$ cat src/rtl/ped_request_conditioner.sv
`default_nettype none
// ============================================================================
//  Module   : ped_request_conditioner
//  Purpose  : Pedestrian push-button conditioning (sync, debounce, latched
//             request with holdoff) and 1 s timebase for the crossing controller.
//  Revision : 1.0 - initial release
// ============================================================================
module ped_request_conditioner #(
    parameter int TICK_DIV      = 50000000,
    parameter int DB_CYCLES     = 1000000,
    parameter int HOLDOFF_TICKS = 3
) (
    input  logic clk,
    input  logic reset,
    input  logic btn_n,
    input  logic tick_clr,
    input  logic req_ack,
    output logic tick_1s,
    output logic req_pending,
    output logic wait_led
);

    localparam int c_TICK_W = (TICK_DIV > 1) ? $clog2(TICK_DIV) : 1;
    localparam int c_DB_W   = (DB_CYCLES > 1) ? $clog2(DB_CYCLES) : 1;
    localparam int c_HOLD_W = (HOLDOFF_TICKS > 1) ? $clog2(HOLDOFF_TICKS) : 1;

    localparam logic [c_TICK_W-1:0] c_TICK_LAST = c_TICK_W'(TICK_DIV - 1);
    localparam logic [c_DB_W-1:0]   c_DB_LAST   = c_DB_W'(DB_CYCLES - 1);
    localparam logic [c_HOLD_W-1:0] c_HOLD_LAST = c_HOLD_W'(HOLDOFF_TICKS - 1);

    typedef enum logic [1:0] {
        S_IDLE    = 2'd0,
        S_PENDING = 2'd1,
        S_SERVED  = 2'd2
    } state_t;

    // ------------------------------------------------------------------
    // Input synchroniser; r_vld marks when r_sync2 holds a real sample
    // ------------------------------------------------------------------
    logic       r_sync1;
    logic       r_sync2;
    logic [1:0] r_vld;

    always_ff @(posedge clk or negedge reset) begin
        if (!reset) begin
            r_sync1 <= 1'b1;
            r_sync2 <= 1'b1;
            r_vld   <= 2'b00;
        end else begin
            r_sync1 <= btn_n;
            r_sync2 <= r_sync1;
            r_vld   <= {r_vld[0], 1'b1};
        end
    end

    // ------------------------------------------------------------------
    // Debounce and press detection
    // ------------------------------------------------------------------
    logic              r_stable;
    logic              r_stable_d;
    logic              r_armed;
    logic [c_DB_W-1:0] r_db_cnt;
    logic              w_press_evt;

    always_ff @(posedge clk or negedge reset) begin
        if (!reset) begin
            r_stable   <= 1'b1;
            r_stable_d <= 1'b1;
            r_armed    <= 1'b0;
            r_db_cnt   <= '0;
        end else begin
            r_stable_d <= r_stable;
            if (r_sync2 == r_stable) begin
                r_db_cnt <= '0;
            end else if (r_db_cnt == c_DB_LAST) begin
                r_stable <= r_sync2;
                r_db_cnt <= '0;
            end else begin
                r_db_cnt <= r_db_cnt + c_DB_W'(1);
            end
            // A button held through reset must be seen released before it can request
            if (r_vld[1] && r_sync2 && r_stable) begin
                r_armed <= 1'b1;
            end
        end
    end

    assign w_press_evt = r_stable_d & ~r_stable & r_armed;

    // ------------------------------------------------------------------
    // Timebase; a clear wins over the terminal count
    // ------------------------------------------------------------------
    logic [c_TICK_W-1:0] r_tick_cnt;
    logic                r_tick;

    always_ff @(posedge clk or negedge reset) begin
        if (!reset) begin
            r_tick_cnt <= '0;
            r_tick     <= 1'b0;
        end else if (tick_clr) begin
            r_tick_cnt <= '0;
            r_tick     <= 1'b0;
        end else if (r_tick_cnt == c_TICK_LAST) begin
            r_tick_cnt <= '0;
            r_tick     <= 1'b1;
        end else begin
            r_tick_cnt <= r_tick_cnt + c_TICK_W'(1);
            r_tick     <= 1'b0;
        end
    end

    // ------------------------------------------------------------------
    // Request FSM with registered outputs
    // ------------------------------------------------------------------
    state_t              r_state;
    state_t              w_state_nxt;
    logic [c_HOLD_W-1:0] r_hold;
    logic [c_HOLD_W-1:0] w_hold_nxt;
    logic                r_req_pending;
    logic                r_wait;
    logic                w_pending_nxt;
    logic                w_wait_nxt;

    always_ff @(posedge clk or negedge reset) begin
        if (!reset) begin
            r_state       <= S_IDLE;
            r_hold        <= '0;
            r_req_pending <= 1'b0;
            r_wait        <= 1'b0;
        end else begin
            r_state       <= w_state_nxt;
            r_hold        <= w_hold_nxt;
            r_req_pending <= w_pending_nxt;
            r_wait        <= w_wait_nxt;
        end
    end

    always_comb begin
        w_state_nxt = r_state;
        w_hold_nxt  = r_hold;
        w_wait_nxt  = 1'b0;
        case (r_state)
            S_IDLE: begin
                if (w_press_evt) begin
                    w_state_nxt = S_PENDING;
                    w_wait_nxt  = 1'b1;
                end
            end
            S_PENDING: begin
                if (req_ack) begin
                    w_state_nxt = S_SERVED;
                    w_hold_nxt  = '0;
                end else begin
                    w_wait_nxt = r_tick ? ~r_wait : r_wait;
                end
            end
            S_SERVED: begin
                if (r_tick) begin
                    if (r_hold == c_HOLD_LAST) begin
                        w_state_nxt = S_IDLE;
                        w_hold_nxt  = '0;
                    end else begin
                        w_hold_nxt = r_hold + c_HOLD_W'(1);
                    end
                end
            end
            default: begin
                w_state_nxt = S_IDLE;
                w_hold_nxt  = '0;
            end
        endcase
        w_pending_nxt = (w_state_nxt == S_PENDING);
    end

    assign tick_1s     = r_tick;
    assign req_pending = r_req_pending;
    assign wait_led    = r_wait;

endmodule
`default_nettype wire

$ cat config.mk
export PLATFORM = sky130hd
export DESIGN_NAME = ped_request_conditioner
export DESIGN_NICKNAME = d
export VERILOG_FILES = /design/src/rtl/ped_request_conditioner.sv
export SDC_FILE = /design/constraint.sdc
export NUM_CORES = 1
export LEC_CHECK = 0
export BUFFER_PORTS_ARGS = -buffer_cell sky130_fd_sc_hd__buf_2
export CORE_MARGIN = 3
export CORE_UTILIZATION = 60
export CTS_BUF_LIST = sky130_fd_sc_hd__clkbuf_8
export DETAILED_ROUTE_END_ITERATION = 6
export HOLD_SLACK_MARGIN = 0.06
export PLACE_DENSITY = 0.86
export RECOVER_POWER = 100
export SYNTH_ARGS = -nofsm -noshare
export SYNTH_HDL_FRONTEND = slang
export SYNTH_SLANG_ARGS = --single-unit
$ cat constraint.sdc
create_clock -name clk -period 2.89 [get_ports clk]
set_input_delay 0.578 -clock clk [delete_from_list [all_inputs] [get_ports clk]]
set_output_delay 0.578 -clock clk [all_outputs]
set_load 0.02 [all_outputs]
# Word level (Yosys, flattened, before mapping)
# Cells that the tools add are included.
# word_totals
ff_bits	60
input_bits	5
# classes
add_sub_neg	3
n_eq_ne	10
n_mux	19
n_bitwise	6
reduce_logical	5
# ops
operator	count
$mux 26	2
$mux 20	2
$add 26x1->26 const B	1
$eq 26x26->1 const B	1
$add 20x1->20 const B	1
$eq 20x20->1 const B	1
$mux 2	7
$pmux 2 s3	2
$mux 1	5
$eq 2x1->1 const B	2
$eq 2x2->1 const B	2
$ne 2x2->1 const B	2
$not 1->1	4
$ne 3x3->1 const B	1
$reduce_and 3->1	1
$add 2x1->2 const B	1
$and 1x1->1	2
$logic_and 1x1->1	2
$logic_not 2->1	1
$pmux 1 s2	1
$reduce_and 2->1	1
$eq 1x1->1	1

# Longest topological paths before layout
# depth
word_depth	6
ltp_mapped	6
ltp_nobuf	5

# Least setup slack after synthesis
# OpenSTA, ideal clock, no wires.
# synth_timing
path_type	register to register
start	register r_tick_cnt[18]
end	register r_tick_cnt[2]
setup_ns	0.122
t_arrival_ns	1.814
required_time_ns	2.768
path_slack_ns	0.955
path_stages_with_launch	6
path_buffers	1
period_less_slack_ns	1.935
path_cell_list	dfrtp_1 -> or4b_2 -> nor4_1 -> a21o_1 -> buf_2 -> nor2_1
# synth_between
elab_chain_cells	3
# synth_lines
item	line_no	text
from (decl)	93	logic [c_TICK_W-1:0] r_tick_cnt;
from (signal assigned)	107	r_tick_cnt <= r_tick_cnt + c_TICK_W'(1);
$eq 26x26->1	103	end else if (r_tick_cnt == c_TICK_LAST) begin
$mux 26	103	
$mux 26	100	end else if (tick_clr) begin
# No other way between the ends.
# A chain may end at the register's enable or synchronous reset.

# Final worst setup path
# layout_timing
start	register r_tick_cnt[18]
end	register r_tick_cnt[15]
# Same word-level chain as after synthesis.

==> run_results.csv <==
group,metric,value,unit
floorplan,die_width,75.35,um
logic_synthesis,synth_edf_count,0,
logic_synthesis,async_flop_share,100.0,%
floorplan,die_area,5677,um2
floorplan,start_util,64.06,%
timing,hold_viol_final,0,
logic_synthesis,synthTopCellsByArea,"dfrtp_1 (49%), xnor2_1 (5.8%), nor2_1 (5.2%)",
placement,io_buffers,7,
timing,period_needed,2.399,ns
pwr,switchingPower,0.3657,mW
setup_path,crit_arrival,2.61,ns
drt,wl_per_cell,16.26,um
timing,max_freq,416.8,MHz
clocking,clockBufferDepth,2,
timing,fin_tns_setup,0,ns
global_routing,grt_pass1_wl,10010,um
logic_synthesis,synth_top_area_share,48.57,%
logic_synthesis,synth-seq-area-share,52.21,%
clocking,htree_levels,3,
timing,clock_skew,0.009168,ns
timing,tightest_slew,1.345,ns
pwr,p_seq_share,46.7,%
clocking,cts_setup_buffers,0,
layout,fin_util,71.31,%
drt,drt_iter0_markers,188,
pwr,pwr-share-comb,2.5,%
drt,route.detailed.drc,0,
logic_synthesis,yosysTopAreaCell,"dfrtp_1",
layout,n_antenna_cell,0,
layout,final_cell_mix,"dfrtp_1 (56), nor2_1 (40), nand2_1 (22)",
floorplan,die_y,75.35,um
pwr,ir_worst_vdd,445.7,uV
global_routing,overflow,0,
clocking,clk_latency,0.34,ns
hold_path,holdCritPathClass,"input pin to flop",
drt,vias_per_cell,6.194,
logic_synthesis,synth_cell_types,43,
global_routing,grt_max_degree,28,
clocking,clock-root-buffer,"clkbuf_8",
setup_path,crit_type,"flop to flop",
layout,drive_gt1_share,10.39,%
logic_synthesis,syn_area,2885,um2
floorplan,row_count,24,
layout,syn_to_final_growth,11.32,%
clocking,cts_tree,"done",
placement,dp_hpwl,3807,um
clocking,cts_made_buffers,9,
clocking,postCtsHoldBufs,0,
placement,pre_cts_ws,0.6426,ns
timing,fin_crit_sh,83.01,%
global_routing,track_usage,23.79,%
drt,dr_total_vias,2230,
setup_path,cp-end-kind,"flop",
layout,final_common_cell,"dfrtp_1",
pwr,clockPowerShare,50.8,%
drt,firstDrtPassIters,5,
timing,report.final.slew_viol_count,0,
global_routing,antenna_found_initial,0,
pwr,p_per_area,573.8,nW/um2
clocking,cts_sinks,60,
timing,setup_ws,0.4910,ns
logic_synthesis,syn_area_per_cell,10.02,um2
global_routing,grt-busiest-layer,"met2",
layout,design_area,3212,um2
pwr,p_leak,1.289,nW
timing,rsz0062_at_grt,"no",
drt,antenna_left,0,
global_routing,grt_util_met3,8.575,%
layout,instances_no_fill,360,
clocking,clkTransAtPathRegs,0.07,ns
pwr,switching_share,19.84,%
logic_synthesis,synth_cells,288,
timing,setup_viol,0,
timing,slew-limit-headroom,10.30,%
global_routing,grt_util_met1,28.93,%
pwr,p_int,1.477,mW
outcome,outcome,"finished, final reports clean",
logic_synthesis,synth_fp_nets,295,
setup_path,start_kind,"flop",
placement,place_inst,344,
drt,wl,5852,um
logic_synthesis,synth-seq-cells,60,
pwr,power,1.843,mW
global_routing,use_met2,37.97,%
timing,holdWs,0.3407,ns
setup_path,worstPathMaxFanout,13,
placement,gp_congestion,0.8272,
layout,finalNetCount,310,
job,cap_violations,0,
layout,fillers,337,
floorplan,core-area,4504,um2
clocking,post_cts_resized,0,
logic_synthesis,ys.flop_type,"dfrtp_1",
floorplan,ios,8,
placement,dpl_cell_area,2993,um2
setup_path,worst_ep_required_time,3.10,ns
logic_synthesis,yosysWarnings,0,
global_routing,grt_pass1_vias,2160,
[routing by layer]
layer  vias up  wire length, um
met2        87             2897
met4         0              163
li1       1066                -
met3        16              387
met5         -                0
met1      1061             2404
[cell usage after synthesis, drive strengths merged, types with 2 or more instances]
cell / number
and2: 3
nor4: 9
a21oi: 13
nand2: 22
or3: 8
dfrtp: 56
o21ai: 9
inv: 6
nand3b: 2
xnor2: 19
mux2: 2
clkbuf: 6
a21o: 2
nor3: 8
and4: 4
nor2b: 2
o31ai: 9
nand3: 12
ha: 2
buf: 3
or4: 12
dfstp: 4
nand4: 13
xor2: 10
nor2: 40
[path summary, 6_finish.rpt]
check	startpoint	end	slack [ns]	cells after the start
max	r_tick_cnt[18]	r_tick_cnt[15]	0.49	5
min	btn_n	r_sync1	0.34	1
max reg2reg	r_tick_cnt[18]	r_tick_cnt[15]	0.49	5
min reg2reg	r_vld[0]	r_vld[1]	0.35	0
max in group asynchronous	reset	r_db_cnt[6]	0.72	2
min in group asynchronous	reset	r_db_cnt[4]	0.53	1
[cells by family (layout without fill, tap and decap cells)]
family / count (synthesis) / after routing / synth area share (%)
XOR/XNOR: 29 / 29 / 8.803
other: 1 / 1 / 0.1300
buffers and inverters: 15 / 35 / 2.081
AND/OR/NAND/NOR: 141 / 141 / 26.80
adder cells (fa/ha/maj): 2 / 2 / 0.8672
AO/OA/AOI/OAI: 38 / 38 / 8.326
multiplexers: 2 / 2 / 0.7805
flip-flops: 60 / 60 / 52.21
[critical path, cell delays in order (launching register included)]
cell and delay [ns]:
dfrtp_1 0.41, or4b_2 0.68, nor4_1 0.35, a21o_1 0.41, clkbuf_1 0.33, nor2_1 0.10
[power by group through the flow]
stage	Sequential (mW)	Clock [mW]	Combinational (mW)
floorplan	0.873	0	0.0214
global placement	0.875	0	0.0498
detailed placement	0.875	0	0.0510
CTS	0.860	0.954	0.0514
global route	0.861	0.993	0.0550
finish	0.860	0.936	0.0461
[sequential cells by signal, indices dropped and copies added (netlist names)]
name         flops
r_db_cnt        20
r_vld            2
r_armed          1
r_sync1          1
req_pending      1
r_sync2          1
wait_led         1
r_tick_cnt      26
r_hold           2
r_stable         1
tick_1s          1
r_stable_d       1
r_state          2
[final cells by class]
cell class                      instances  area, um2  share of cell area (%)
Multi-Input combinational cell        213       1315                   40.94
Inverter                                6      22.52                  0.7012
Clock buffer                           11      151.4                   4.714
Tap cell                               52      65.06                   2.026
Timing Repair Buffer                   13      52.55                   1.636
Clock inverter                          5      98.84                   3.078
Sequential cell                        60       1506                   46.90
(Power assumes the default switching activity.)
